--- src/rtl/msft_sram_arb_pkg.sv ---
// rtl/msft_sram_arb_pkg.sv - shared request/response types and address range helper
package msft_sram_arb_pkg;

  localparam int NUM_MASTERS    = 2;
  localparam int MAX_DATA_WIDTH = 33;

  typedef struct packed {
    logic [31:0]               addr;
    logic                      we;
    logic [3:0]                be;
    logic [MAX_DATA_WIDTH-1:0] wdata;
  } req_t;

  typedef struct packed {
    logic [MAX_DATA_WIDTH-1:0] rdata;
    logic                      rerr;
  } rsp_t;

  // Limit is computed one bit wider so a bank ending at 2^32 does not wrap.
  function automatic logic in_range(input logic [31:0] addr, input logic [31:0] base,
                                    input logic [32:0] bytes);
    logic [32:0] limit;
    limit = {1'b0, base} + bytes;
    return (addr >= base) && ({1'b0, addr} < limit);
  endfunction

endpackage

--- src/rtl/msft_sram_arb_resp_slot.sv ---
// rtl/msft_sram_arb_resp_slot.sv - per-master response slot: bypass read data, hold under backpressure
module msft_sram_arb_resp_slot
  import msft_sram_arb_pkg::*;
#(
  parameter int DATA_WIDTH = 32
) (
  input  logic                  clk_i,
  input  logic                  rstn_i,
  input  logic                  req_i,
  input  logic                  gnt_i,
  input  logic                  is_read_i,
  input  logic                  rerr_i,
  input  logic                  rready_i,
  input  logic [DATA_WIDTH-1:0] mem_rdata_i,
  output logic                  rvalid_o,
  output logic [DATA_WIDTH-1:0] rdata_o,
  output logic                  rerr_o,
  output logic                  elig_o
);

  logic                  inflight_q;
  logic                  is_read_q;
  logic                  rerr_q;
  logic                  held_q;
  rsp_t                  hold_q;
  logic [DATA_WIDTH-1:0] live_rdata;

  // inflight and held are mutually exclusive: a held slot blocks new grants until drained.
  assign rvalid_o = inflight_q | held_q;
  assign elig_o   = req_i & (~rvalid_o | rready_i);

  always_comb begin
    live_rdata = '0;
    if (inflight_q && is_read_q && !rerr_q) live_rdata = mem_rdata_i;
  end

  assign rdata_o = held_q ? hold_q.rdata[DATA_WIDTH-1:0] : live_rdata;
  assign rerr_o  = held_q ? hold_q.rerr : (inflight_q & rerr_q);

  always_ff @(posedge clk_i or negedge rstn_i) begin
    if (!rstn_i) begin
      inflight_q <= 1'b0;
      is_read_q  <= 1'b0;
      rerr_q     <= 1'b0;
      held_q     <= 1'b0;
      hold_q     <= '0;
    end else begin
      inflight_q <= gnt_i;
      if (gnt_i) begin
        is_read_q <= is_read_i;
        rerr_q    <= rerr_i;
      end
      held_q <= rvalid_o & ~rready_i;
      if (rvalid_o && !rready_i) hold_q <= '{rdata: MAX_DATA_WIDTH'(rdata_o), rerr: rerr_o};
    end
  end

  if (DATA_WIDTH < MAX_DATA_WIDTH) begin : g_pad
    logic unused_hold_pad;
    assign unused_hold_pad = ^hold_q.rdata[MAX_DATA_WIDTH-1:DATA_WIDTH];
  end

endmodule

--- src/rtl/msft_sram_req_arbiter.sv ---
// rtl/msft_sram_req_arbiter.sv - two-master round-robin arbiter in front of a single-port SRAM
module msft_sram_req_arbiter
  import msft_sram_arb_pkg::*;
#(
  parameter int          DATA_WIDTH = 32,
  parameter logic [31:0] ADDR_BASE  = 32'h2000_0000,
  parameter logic [32:0] MEM_BYTES  = 33'h1_0000
) (
  input  logic                  clk_i,
  input  logic                  rstn_i,
  input  logic                  m0_req_i,
  input  logic [31:0]           m0_addr_i,
  input  logic                  m0_we_i,
  input  logic [3:0]            m0_be_i,
  input  logic [DATA_WIDTH-1:0] m0_wdata_i,
  output logic                  m0_gnt_o,
  output logic                  m0_rvalid_o,
  output logic [DATA_WIDTH-1:0] m0_rdata_o,
  output logic                  m0_rerr_o,
  input  logic                  m0_rready_i,
  input  logic                  m1_req_i,
  input  logic [31:0]           m1_addr_i,
  input  logic                  m1_we_i,
  input  logic [3:0]            m1_be_i,
  input  logic [DATA_WIDTH-1:0] m1_wdata_i,
  output logic                  m1_gnt_o,
  output logic                  m1_rvalid_o,
  output logic [DATA_WIDTH-1:0] m1_rdata_o,
  output logic                  m1_rerr_o,
  input  logic                  m1_rready_i,
  output logic                  mem_en_o,
  output logic [31:0]           mem_addr_o,
  output logic                  mem_we_o,
  output logic [3:0]            mem_be_o,
  output logic [DATA_WIDTH-1:0] mem_wdata_o,
  input  logic [DATA_WIDTH-1:0] mem_rdata_i
);

  logic [NUM_MASTERS-1:0] elig;
  logic [NUM_MASTERS-1:0] gnt;
  logic                   prio_q;
  req_t                   m0_req;
  req_t                   m1_req;
  req_t                   win;
  logic                   win_in_range;

  assign m0_req = '{addr: m0_addr_i, we: m0_we_i, be: m0_be_i, wdata: MAX_DATA_WIDTH'(m0_wdata_i)};
  assign m1_req = '{addr: m1_addr_i, we: m1_we_i, be: m1_be_i, wdata: MAX_DATA_WIDTH'(m1_wdata_i)};

  // prio_q = 0 means m0 wins a tie; grants are suppressed while reset is asserted.
  always_comb begin
    gnt = '0;
    if (rstn_i) begin
      if (elig[0] && (!elig[1] || !prio_q)) gnt[0] = 1'b1;
      else if (elig[1])                     gnt[1] = 1'b1;
    end
  end

  always_ff @(posedge clk_i or negedge rstn_i) begin
    if (!rstn_i)     prio_q <= 1'b0;
    else if (gnt[0]) prio_q <= 1'b1;
    else if (gnt[1]) prio_q <= 1'b0;
  end

  assign win          = gnt[1] ? m1_req : m0_req;
  assign win_in_range = in_range(win.addr, ADDR_BASE, MEM_BYTES);

  // Out-of-range accesses are still granted but never reach the SRAM.
  assign mem_en_o    = (|gnt) & win_in_range;
  assign mem_we_o    = mem_en_o & win.we;
  assign mem_be_o    = mem_we_o ? win.be : 4'h0;
  assign mem_addr_o  = mem_en_o ? win.addr : 32'h0;
  assign mem_wdata_o = mem_en_o ? win.wdata[DATA_WIDTH-1:0] : '0;

  assign m0_gnt_o = gnt[0];
  assign m1_gnt_o = gnt[1];

  msft_sram_arb_resp_slot #(.DATA_WIDTH(DATA_WIDTH)) u_slot0 (
    .clk_i       (clk_i),
    .rstn_i      (rstn_i),
    .req_i       (m0_req_i),
    .gnt_i       (gnt[0]),
    .is_read_i   (~win.we),
    .rerr_i      (~win_in_range),
    .rready_i    (m0_rready_i),
    .mem_rdata_i (mem_rdata_i),
    .rvalid_o    (m0_rvalid_o),
    .rdata_o     (m0_rdata_o),
    .rerr_o      (m0_rerr_o),
    .elig_o      (elig[0])
  );

  msft_sram_arb_resp_slot #(.DATA_WIDTH(DATA_WIDTH)) u_slot1 (
    .clk_i       (clk_i),
    .rstn_i      (rstn_i),
    .req_i       (m1_req_i),
    .gnt_i       (gnt[1]),
    .is_read_i   (~win.we),
    .rerr_i      (~win_in_range),
    .rready_i    (m1_rready_i),
    .mem_rdata_i (mem_rdata_i),
    .rvalid_o    (m1_rvalid_o),
    .rdata_o     (m1_rdata_o),
    .rerr_o      (m1_rerr_o),
    .elig_o      (elig[1])
  );

  if (DATA_WIDTH < MAX_DATA_WIDTH) begin : g_pad
    logic unused_wdata_pad;
    assign unused_wdata_pad = ^win.wdata[MAX_DATA_WIDTH-1:DATA_WIDTH];
  end

endmodule

--- config.mk ---
export PLATFORM = sky130hd
export DESIGN_NAME = msft_sram_req_arbiter
export DESIGN_NICKNAME = d
export VERILOG_FILES = /design/src/rtl/msft_sram_arb_pkg.sv /design/src/rtl/msft_sram_arb_resp_slot.sv /design/src/rtl/msft_sram_req_arbiter.sv
export SDC_FILE = /design/constraint.sdc
export NUM_CORES = 1
export LEC_CHECK = 0
export CAP_MARGIN = 10
export CORE_MARGIN = 10
export CORE_UTILIZATION = 25
export DETAILED_ROUTE_END_ITERATION = 8
export GPL_TIMING_DRIVEN = 0
export HOLD_SLACK_MARGIN = 0.15
export PLACE_DENSITY = 0.62
export SYNTH_ARGS = -nofsm -noshare
export SYNTH_HDL_FRONTEND = slang
export SYNTH_HIERARCHICAL = 1
export SYNTH_SLANG_ARGS = --single-unit
export TNS_END_PERCENT = 100
--- constraint.sdc ---
create_clock -name clk_i -period 2.75 [get_ports clk_i]
set_input_delay 0.55 -clock clk_i [delete_from_list [all_inputs] [get_ports clk_i]]
set_output_delay 0.55 -clock clk_i [all_outputs]
set_load 0.01 [all_outputs]
==> results.yml, run 1 <==
run_status:
  status: "finished, violations left"
  violations: "negative setup slack"
route:
  drc: 0
  wire_per_inst_um: 21.95
  postRouteAntennaNets: 0
  routed_wl_um: 26780
  drt_pass1_iterations: 4
  routed_via_density: 4.648
  drt-initial-drc-count: 175
  vias: 5671
critical_path:
  critPathTopFamily: "buffers and inverters"
  criticalPathCategory: "reg -> out"
  crit_arrival_ns: 2.26
  cp-start-kind: "flop"
  critPathBufInv: 5
  slowest_delay_ns: 0.39
  cp_max_fo: 5
  critPathRequiredTime_ns: 2.20
  cp_cell_sequence: "nor2_4 -> o21a_1 -> nor2b_4 -> or2_4 -> inv_8 -> a22oi_4 -> buf_8 -> buf_6 -> buf_16 -> a21oi_2 -> buf_2"
  r2r_setup_slack_ns: 0.07
  end_kind: "primary output"
  crit_slowest_cell: "dfrtp_1"
power:
  power_density_nw_per_um2: 352.9
  p_seq_frac: 0.327
  fin_total_pwr_mw: 3.621
  p_sw_mw: 0.9599
  peakVddDrop_v: 0.0003480
  switching_share: 0.2651
  pwr-share-clk: 0.414
  power.internal_mw: 2.661
  power_leakage_nw: 5.365
  pwr-share-comb: 0.259
floorplanning:
  ioPinCount: 316
  coreArea_um2: 21090
  rows: 53
  die_h_um: 166.8
  dieArea_um2: 27830
  dieWidth_um: 166.8
  start_util: 0.2556
timing:
  layout_setup_ws_ns: -0.06157
  period_needed_ns: 2.812
  final_hold_viol_count: 0
  worst_pin_slew_ns: 0.7958
  period_share: 1.022
  rsz0062_at_grt: "true"
  drv_slew: 0
  finalSetupViolations: 41
  max_freq_mhz: 355.7
  fin_worst_skew_ns: 0.005837
  relSlewSlack: 0.4677
logic_synthesis:
  ys_seq_area_frac: 0.3482
  yosysWarningCount: 6
  netlist_instances: 544
  synth_edf_count: 0
  yosysMostFrequentCell: "nand2_1"
  postSynth.asyncResetShare: 1.000
  synth_common_cells: "nand2_1 (105), dfrtp_1 (75), mux2_2 (66)"
  yosys-top-cells-area: "dfrtp_1 (35%), mux2_2 (14%), a22o_1 (10%)"
  netlist_area_um2: 5390
  synth.avg_cell_area_um2: 9.908
  synth_ff_type: "dfrtp_1"
  synth_area_leader_cell: "dfrtp_1"
  synth_top_area_frac: 0.3482
  ys_types: 28
  ys_seq_elements: 75
place:
  placed_cells: 1134
  place_area_um2: 8807
  place_hpwl_um: 20550
  portBuffers: 300
  dp_worst_setup_slack_ns: -0.9364
  place_congestion: 0.8417
cells_and_area:
  antenna_cells: 0
  fill_cells: 2063
  syn_to_final_growth_pct: 90.34
  nets: 1116
  stdcell_count: 1220
  drive_gt1_frac: 0.3820
  final_util: 0.4865
  final_area_um2: 10260
grt:
  grt_use_total: 0.1802
  antenna_found_initial: 2
  grt.overflow.total: 0
  grt_pass1_vias: 6193
  grt_max_degree: 39
  grt_pass1_wl_um: 39190
clocking:
  htreeDepth: 3
  clkSinkCount: 75
  insertion_delay_ns: 0.33
  numCtsBuffers: 9
  cts_tree: "built"
  clk_path_buf_depth: 2
  clockRootBuffer: "clkbuf_16"
  path_clk_slew_ns: 0.06
job:
  drv_cap: 0
hold_path:
  hold_path_class: "in -> async"
layer usage:
metal,wire (um),vias to the layer above,global-route usage
li1,-,2713,-
met1,9703,2709,0.1820
met2,14230,217,0.3415
met3,2197,32,0.06590
met4,650,0,0.04276
met5,0,-,0
cell families (layout without fill, tap and decap cells):
logic type	Yosys count	after routing	synth area share
AND/OR/NAND/NOR	199	199	0.2152
AO/OA/AOI/OAI	125	125	0.1980
flip-flops	75	75	0.3482
multiplexers	72	72	0.1500
buffers and inverters	72	459	0.08797
other	1	15	0.0006957
worst paths after layout:
kind                            cells after the start          startpoint            endpoint
max in group asynchronous                           3              rstn_i  u_slot1/inflight_q
worst max-delay path                               11  u_slot0/inflight_q     mem_wdata_o[13]
worst min register to register                      1  u_slot0/hold_q[20]  u_slot0/hold_q[20]
worst min-delay path                                2              rstn_i  u_slot0/hold_q[27]
min in group clk_i                                  1  u_slot0/hold_q[20]  u_slot0/hold_q[20]
worst max register to register                     20      u_slot1/held_q              prio_q
placed cells by master, fill, tap and decap left out, types with 3 or more instances in the layout:
| master | count |
|---|---|
| dlygate4sd2_1 | 78 |
| buf_2 | 37 |
| clkdlybuf4s50_1 | 145 |
| mux2_1 | 4 |
| bufinv_16 | 4 |
| mux2_2 | 66 |
| dfrtp_2 | 3 |
| clkbuf_1 | 15 |
| clkbuf_8 | 5 |
| clkbuf_2 | 6 |
| a22o_1 | 64 |
| buf_8 | 12 |
| dfrtp_1 | 72 |
| nor4_2 | 5 |
| buf_16 | 4 |
| clkbuf_16 | 14 |
| dlymetal6s2s_1 | 14 |
| nand2_4 | 7 |
| a21oi_2 | 41 |
| conb_1 | 15 |
| nand2_1 | 83 |
| buf_6 | 47 |
| buf_4 | 58 |
| nor2_1 | 4 |
| a21oi_4 | 11 |
| clkdlybuf4s15_1 | 4 |
| nand2_2 | 15 |
| buf_12 | 8 |
| and3b_1 | 64 |
| nand3_1 | 7 |
power groups by stage:
| stage | Sequential, mW | Combinational, mW | Clock (mW) |
|---|---|---|---|
| 3_5_place_dp | 1.19 | 0.741 | 0 |
| 2_1_floorplan | 1.18 | 0.293 | 0 |
| 6_report | 1.18 | 0.939 | 1.50 |
| 3_3_place_gp | 1.19 | 0.733 | 0 |
| 4_1_cts | 1.18 | 0.857 | 1.54 |
| 5_1_grt | 1.19 | 1.00 | 1.58 |
area by class of cell:
cell class	count	area (um^2)	share of cell area
Buffer	62	581.8	0.05671
Timing Repair Buffer	376	3671	0.3578
Sequential cell	75	1881	0.1833
Multi-Input combinational cell	411	3379	0.3294
Inverter	5	26.28	0.002561
Clock buffer	12	256.5	0.02500
Tap cell	275	344.1	0.03354
Clock inverter	4	120.1	0.01171
through the flow:
stage	TNS [ns]	hold slack, ns
after floorplan	0	0.2544
after global placement	-357.00	0.4746
after detailed placement	-48.52	0.4804
after CTS	-4.599	0.1666
after global routing	-5.262	0.1746
final	-1.606	0.1692
flip-flops by register name, indices dropped and copies added, names as in the netlist:
signal,flops
u_slot0/hold_q,33
u_slot1/hold_q,33
prio_q,1
u_slot0/held_q,1
u_slot0/inflight_q,1
u_slot0/is_read_q,1
u_slot0/rerr_q,1
u_slot1/held_q,1
u_slot1/inflight_q,1
u_slot1/is_read_q,1
u_slot1/rerr_q,1
timing repair:
| item | in CTS | in global routing |
|---|---|---|
| pin swaps | 9 | 29 |
| resized for setup | 423 | 101 |
| hold buffers | 2 | 0 |
| setup endpoints to repair | 119 | 80 |
| buffers inserted | 53 | 14 |
| hold endpoints to repair | 38 | 0 |
| cloned | 6 | 5 |
(Power assumes the default switching activity.)
==> run 2: changes to the inputs <==
--- a/config.mk
+++ b/config.mk
@@ -10,7 +10,6 @@
 export CORE_UTILIZATION = 25
 export DETAILED_ROUTE_END_ITERATION = 8
 export GPL_TIMING_DRIVEN = 0
-export HOLD_SLACK_MARGIN = 0.15
 export PLACE_DENSITY = 0.62
 export SYNTH_ARGS = -nofsm -noshare
 export SYNTH_HDL_FRONTEND = slang
==> run 2 against run 1 <==
  * The flow still finishes with violations (negative setup slack)
  * Sequential share of layout area about the same
  * Core utilization shrank 0.071 points
  * Design area fell by 0.15%
  * Non-clock buffer count down 1
  * Maximum frequency fell by 0.32%
  * Critical path depth unchanged
  * Die area unchanged
  * Hold slack got worse by 0.11 ns
  * Clock power is essentially flat
  * Register-to-register slack barely moved
  * Critical path type unchanged
  * Largest power group unchanged
  * Highest routed layer unchanged
==> results.yml, run 2 (synthesis results as in run 1) <==
run_status:
  status: "finished, violations left"
  violations: "negative setup slack"
power:
  switching_share: 0.2654
  peakVddDrop_v: 0.0003471
  p_sw_mw: 0.9587
  pwr-share-comb: 0.258
  p_seq_frac: 0.327
  power_leakage_nw: 5.344
  pwr-share-clk: 0.415
  power.internal_mw: 2.654
  power_density_nw_per_um2: 352.6
grt:
  grt_pass1_wl_um: 39040
  grt_max_degree: 41
  grt.overflow.total: 0
  grt_use_total: 0.1795
  grt_pass1_vias: 6171
  antenna_found_initial: 1
timing:
  layout_setup_ws_ns: -0.07053
  final_hold_viol_count: 0
  period_share: 1.026
  period_needed_ns: 2.821
  worst_pin_slew_ns: 0.6488
  finalSetupViolations: 40
  rsz0062_at_grt: "true"
  fin_worst_skew_ns: 0.005500
  fin_tns_setup_ns: -1.797
  max_freq_mhz: 354.5
  drv_slew: 0
  relSlewSlack: 0.5675
  fin_hold_ws_ns: 0.06045
critical_path:
  worst_r2r_endpoint: "prio_q"
  r2r_start: "u_slot1/held_q"
  r2r_setup_slack_ns: 0.07
  criticalPathCategory: "reg -> out"
  cp_max_fo: 5
  end_kind: "primary output"
  cp-start-kind: "flop"
  crit_arrival_ns: 2.27
  critPathRequiredTime_ns: 2.20
  r2r_cells: 20
job:
  drv_cap: 0
clocking:
  insertion_delay_ns: 0.33
  cts_tree: "built"
  path_clk_slew_ns: 0.06
  clkSinkCount: 75
  numCtsBuffers: 9
  clk_path_buf_depth: 2
  clockRootBuffer: "clkbuf_16"
  htreeDepth: 3
route:
  drc: 0
  postRouteAntennaNets: 0
  wire_per_inst_um: 22.04
  drt-initial-drc-count: 196
  vias: 5694
  drt_pass1_iterations: 4
  routed_wl_um: 26860
  routed_via_density: 4.671
cells_and_area:
  final_util: 0.4858
  final_common_cell: "clkdlybuf4s50_1"
  stdcell_count: 1219
  final_cell_mix: "clkdlybuf4s50_1 (147), nand2_1 (82), dlygate4sd2_1 (77)"
  final_area_um2: 10240
  syn_to_final_growth_pct: 90.06
  nets: 1115
  antenna_cells: 0
  fill_cells: 2070
  drive_gt1_frac: 0.3856
  largestRegisters: "u_slot0/hold_q (33), u_slot1/hold_q (33)"
place:
  place_congestion: 0.8417
  portBuffers: 300
  place_area_um2: 8807
  placed_cells: 1134
  place_hpwl_um: 20550
floorplanning:
  rows: 53
  dieWidth_um: 166.8
  start_util: 0.2556
  coreArea_um2: 21090
  ioPinCount: 316
  die_h_um: 166.8
  dieArea_um2: 27830
hold_path:
  hold_path_class: "in -> async"
run 2: cell count changes in the layout (fill, tap and decap cells not counted), moves of 2 or more:
cell,previous run,this run
a21oi_2,41,43
a21oi_4,11,9
clkdlybuf4s50_1,145,147
dlymetal6s2s_1,14,12
nand3_1,7,5
nand3_2,1,3
run 2: cell type report:
type	count	area [um^2]	share of cell area
Clock buffer	12	256.5	0.02504
Clock inverter	4	120.1	0.01172
Inverter	5	26.28	0.002565
Buffer	63	601.8	0.05874
Sequential cell	75	1881	0.1836
Tap cell	275	344.1	0.03359
Timing Repair Buffer	374	3638	0.3552
Multi-Input combinational cell	411	3377	0.3296
run 2: how the worst max path moves through the flow:
| stage | endpoint | startpoint |
|---|---|---|
| floorplan | mem_addr_o[0] | u_slot0/held_q |
| global placement | mem_be_o[2] | rstn_i |
| detailed placement | mem_wdata_o[7] | m0_rready_i |
| CTS | mem_wdata_o[1] | u_slot1/held_q |
| global route | mem_wdata_o[20] | u_slot0/held_q |
| finish | mem_addr_o[8] | u_slot0/held_q |
run 2: critical path, cell delays in order (launching register included):
cell	delay, ns
dfrtp_1	0.41
nor2_4	0.12
o21a_1	0.19
nor2b_4	0.18
or2_4	0.18
inv_8	0.04
a22oi_4	0.21
buf_8	0.16
buf_6	0.13
clkbuf_16	0.15
a21oi_2	0.03
buf_2	0.14
run 2: per-stage QoR:
stage,setup WS (ns),total power [mW]
final,-0.07053,3.613
after floorplan,0.4256,1.470
after global placement,-3.719,1.927
after CTS,-0.2458,3.567
after detailed placement,-0.9364,1.935
after global routing,-0.1769,3.763
run 2: routing by layer:
metal / vias up / wire (um) / track usage
li1: 2719 / - / -
met1: 2714 / 9720 / 0.1821
met2: 229 / 14350 / 0.3406
met3: 32 / 2149 / 0.06331
met4: 0 / 639 / 0.04238
met5: - / 0 / 0
run 2: repair_timing:
item	in CTS	in global routing
pin swaps	9	31
buffers inserted	53	14
setup endpoints to repair	119	80
gates resized for setup	423	101
gates cloned	6	5
hold buffers	0	0
run 2: power by group through the flow:
stage	Clock (mW)	Sequential (mW)	Combinational [mW]
floorplan	0	1.18	0.293
global placement	0	1.19	0.733
detailed placement	0	1.19	0.741
CTS	1.54	1.18	0.852
global route	1.58	1.19	0.992
finish	1.50	1.18	0.930
==> run 3: changes to the inputs <==
--- a/config.mk
+++ b/config.mk
@@ -11,6 +11,7 @@
 export DETAILED_ROUTE_END_ITERATION = 8
 export GPL_TIMING_DRIVEN = 0
 export PLACE_DENSITY = 0.62
+export SETUP_SLACK_MARGIN = 0.05
 export SYNTH_ARGS = -nofsm -noshare
 export SYNTH_HDL_FRONTEND = slang
 export SYNTH_HIERARCHICAL = 1
==> constraint.sdc (replaced) <==
create_clock -name clk_i -period 3.23 [get_ports clk_i]
set_input_delay 0.646 -clock clk_i [delete_from_list [all_inputs] [get_ports clk_i]]
set_output_delay 0.646 -clock clk_i [all_outputs]
set_load 0.005 [all_outputs]
==> run 3 against run 2 <==
  * Via count decreased by 4.9%
  * Design area decreased by 6.3%
  * Critical endpoint is now mem_wdata_o[23]
  * Core utilization decreased by 3.1 points
  * First-iteration DRC count increased by 6.6%
  * Sequential share of layout area increased by 1.2 points
  * Highest routed layer unchanged
  * Die area unchanged
  * Largest cell class unchanged
  * Cell count decreased by 3.7%
  * Largest power group unchanged
  * The run now ends clean
  * Combinational power decreased by 29%
  * Count of clock-buffer cells in the layout unchanged
  * Clock power decreased by 15%
  * Non-clock buffer count decreased by 46
  * Flip-flop and latch count unchanged
==> results.yml, run 3 (synthesis results as in run 1) <==
cells_and_area:
  final_common_cell: "clkdlybuf4s50_1"
  largestRegisters: "u_slot0/hold_q (33), u_slot1/hold_q (33)"
  syn_to_final_growth_pct: 78.09
  final_util: 0.4552
  final_cell_mix: "clkdlybuf4s50_1 (228), nand2_1 (105), dfrtp_1 (75)"
  drive_gt1_frac: 0.2906
  fill_cells: 2097
  nets: 1069
timing:
  relSlewSlack: 0.5853
  rsz0062_at_grt: "false"
  fin_worst_skew_ns: 0.006249
  period_needed_ns: 3.145
  period_share: 0.9737
  max_freq_mhz: 318.0
  drv_slew: 0
  layout_setup_ws_ns: 0.08489
  fin_hold_ws_ns: 0.1607
  fin_tns_setup_ns: 0
  finalSetupViolations: 0
  final_hold_viol_count: 0
  worst_pin_slew_ns: 0.6221
floorplanning:
  start_util: 0.2556
  dieArea_um2: 27830
  ioPinCount: 316
  dieWidth_um: 166.8
  coreArea_um2: 21090
  die_h_um: 166.8
  rows: 53
critical_path:
  cp_cell_sequence: "clkdlybuf4s50_1 -> nor4_2 -> and4_4 -> buf_6 -> a22oi_4 -> buf_12 -> buf_12 -> buf_16 -> a21oi_4 -> buf_2"
  r2r_cells: 11
  criticalPathCategory: "in -> out"
  crit_slowest_cell: "clkdlybuf4s50_1"
  crit_arrival_ns: 2.50
  cpMostUsedCell: "buf_12"
  worst_r2r_endpoint: "u_slot0/is_read_q"
  end_kind: "primary output"
  slowest_delay_ns: 0.41
  r2r_start: "u_slot0/held_q"
  cp-start-kind: "input pin"
  cp_max_fo: 5
  r2r_setup_slack_ns: 1.18
  critPathRequiredTime_ns: 2.58
power:
  power_leakage_nw: 4.649
  fin_total_pwr_mw: 2.937
  power_density_nw_per_um2: 306.0
  peakVddDrop_v: 0.0003111
job:
  drv_cap: 0
clocking:
  clockRootBuffer: "clkbuf_16"
  cts_tree: "built"
  path_clk_slew_ns: 0.06
  clkSinkCount: 75
  htreeDepth: 3
  clk_path_buf_depth: 2
  insertion_delay_ns: 0.33
  numCtsBuffers: 9
  ctsHoldBuffers: 0
grt:
  antenna_found_initial: 2
  grt_use_total: 0.1720
  grt_pass1_vias: 5851
  grt_pass1_wl_um: 37330
  grt_max_degree: 41
  grt.overflow.total: 0
route:
  drc: 0
  postRouteAntennaNets: 0
  drt-initial-drc-count: 209
  vias: 5413
  drt_pass1_iterations: 6
  routed_wl_um: 25560
  routed_via_density: 4.611
  wire_per_inst_um: 21.77
hold_path:
  hold_path_class: "in -> async"
place:
  place_congestion: 0.8417
  dp_worst_setup_slack_ns: -0.6144
  place_hpwl_um: 20550
  portBuffers: 300
run_status:
  status: "finished, final reports clean"
[run 3: metrics by stage]
step | instances | instance area (um^2)
2_1_floorplan | 558 | 5443
3_3_place_gp | 1133 | 8790
3_5_place_dp | 1134 | 8807
4_1_cts | 1162 | 9393
5_1_grt | 1174 | 9599
6_report | 1174 | 9599
[run 3: worst max path at each step]
| stage | from | endpoint | cells past startpoint | slack (ns) |
|---|---|---|---|---|
| 6_report | m0_addr_i[19] | mem_wdata_o[23] | 10 | 0.08 |
| 2_1_floorplan | m0_rready_i | mem_addr_o[0] | 8 | 0.80 |
| 3_3_place_gp | rstn_i | mem_be_o[2] | 4 | -3.40 |
| 5_1_grt | u_slot1/held_q | mem_addr_o[9] | 13 | 0.04 |
| 4_1_cts | m0_addr_i[16] | mem_addr_o[5] | 10 | -0.02 |
| 3_5_place_dp | m0_rready_i | mem_wdata_o[7] | 9 | -0.61 |
[run 3: cell type report]
type / count / area, um^2 / area share
clock buffer: 12 / 256.5 / 0.02672
buffer: 67 / 543.0 / 0.05657
sequential: 75 / 1877 / 0.1955
tap: 275 / 344.1 / 0.03584
multi-input combinational: 411 / 3199 / 0.3333
clock inverter: 4 / 120.1 / 0.01251
timing repair buffer: 324 / 3226 / 0.3360
antenna: 1 / 2.502 / 0.0002607
inverter: 5 / 31.28 / 0.003259
[run 3: where the power goes]
group | internal (mW) | switching, mW
sequential | 0.967 | 0.0376
clock | 0.876 | 0.396
combinational | 0.337 | 0.323
total | 2.18 | 0.757
[run 3: metal layers]
metal	wire [um]	part of all wire	GRT usage
met3	2039	0.080	0.06449
met1	9531	0.37	0.1755
met5	0	0	0
met4	443	0.017	0.04429
met2	13550	0.53	0.3207
[run 3: repair_timing]
action                                  in CTS  in global routing
endpoints found under the setup margin      57                 51
endpoints found under the hold margin        0                  0
pin swaps                                    6                  9
setup buffers                                9                  7
gates cloned                                 3                  4
gates resized for setup                    224                 31
[run 3: critical path: cells and delay by family]
kind            cells  cell delay [ns]
simple gates        2             0.57
compound gates      2             0.19
buf+inv             6             1.07
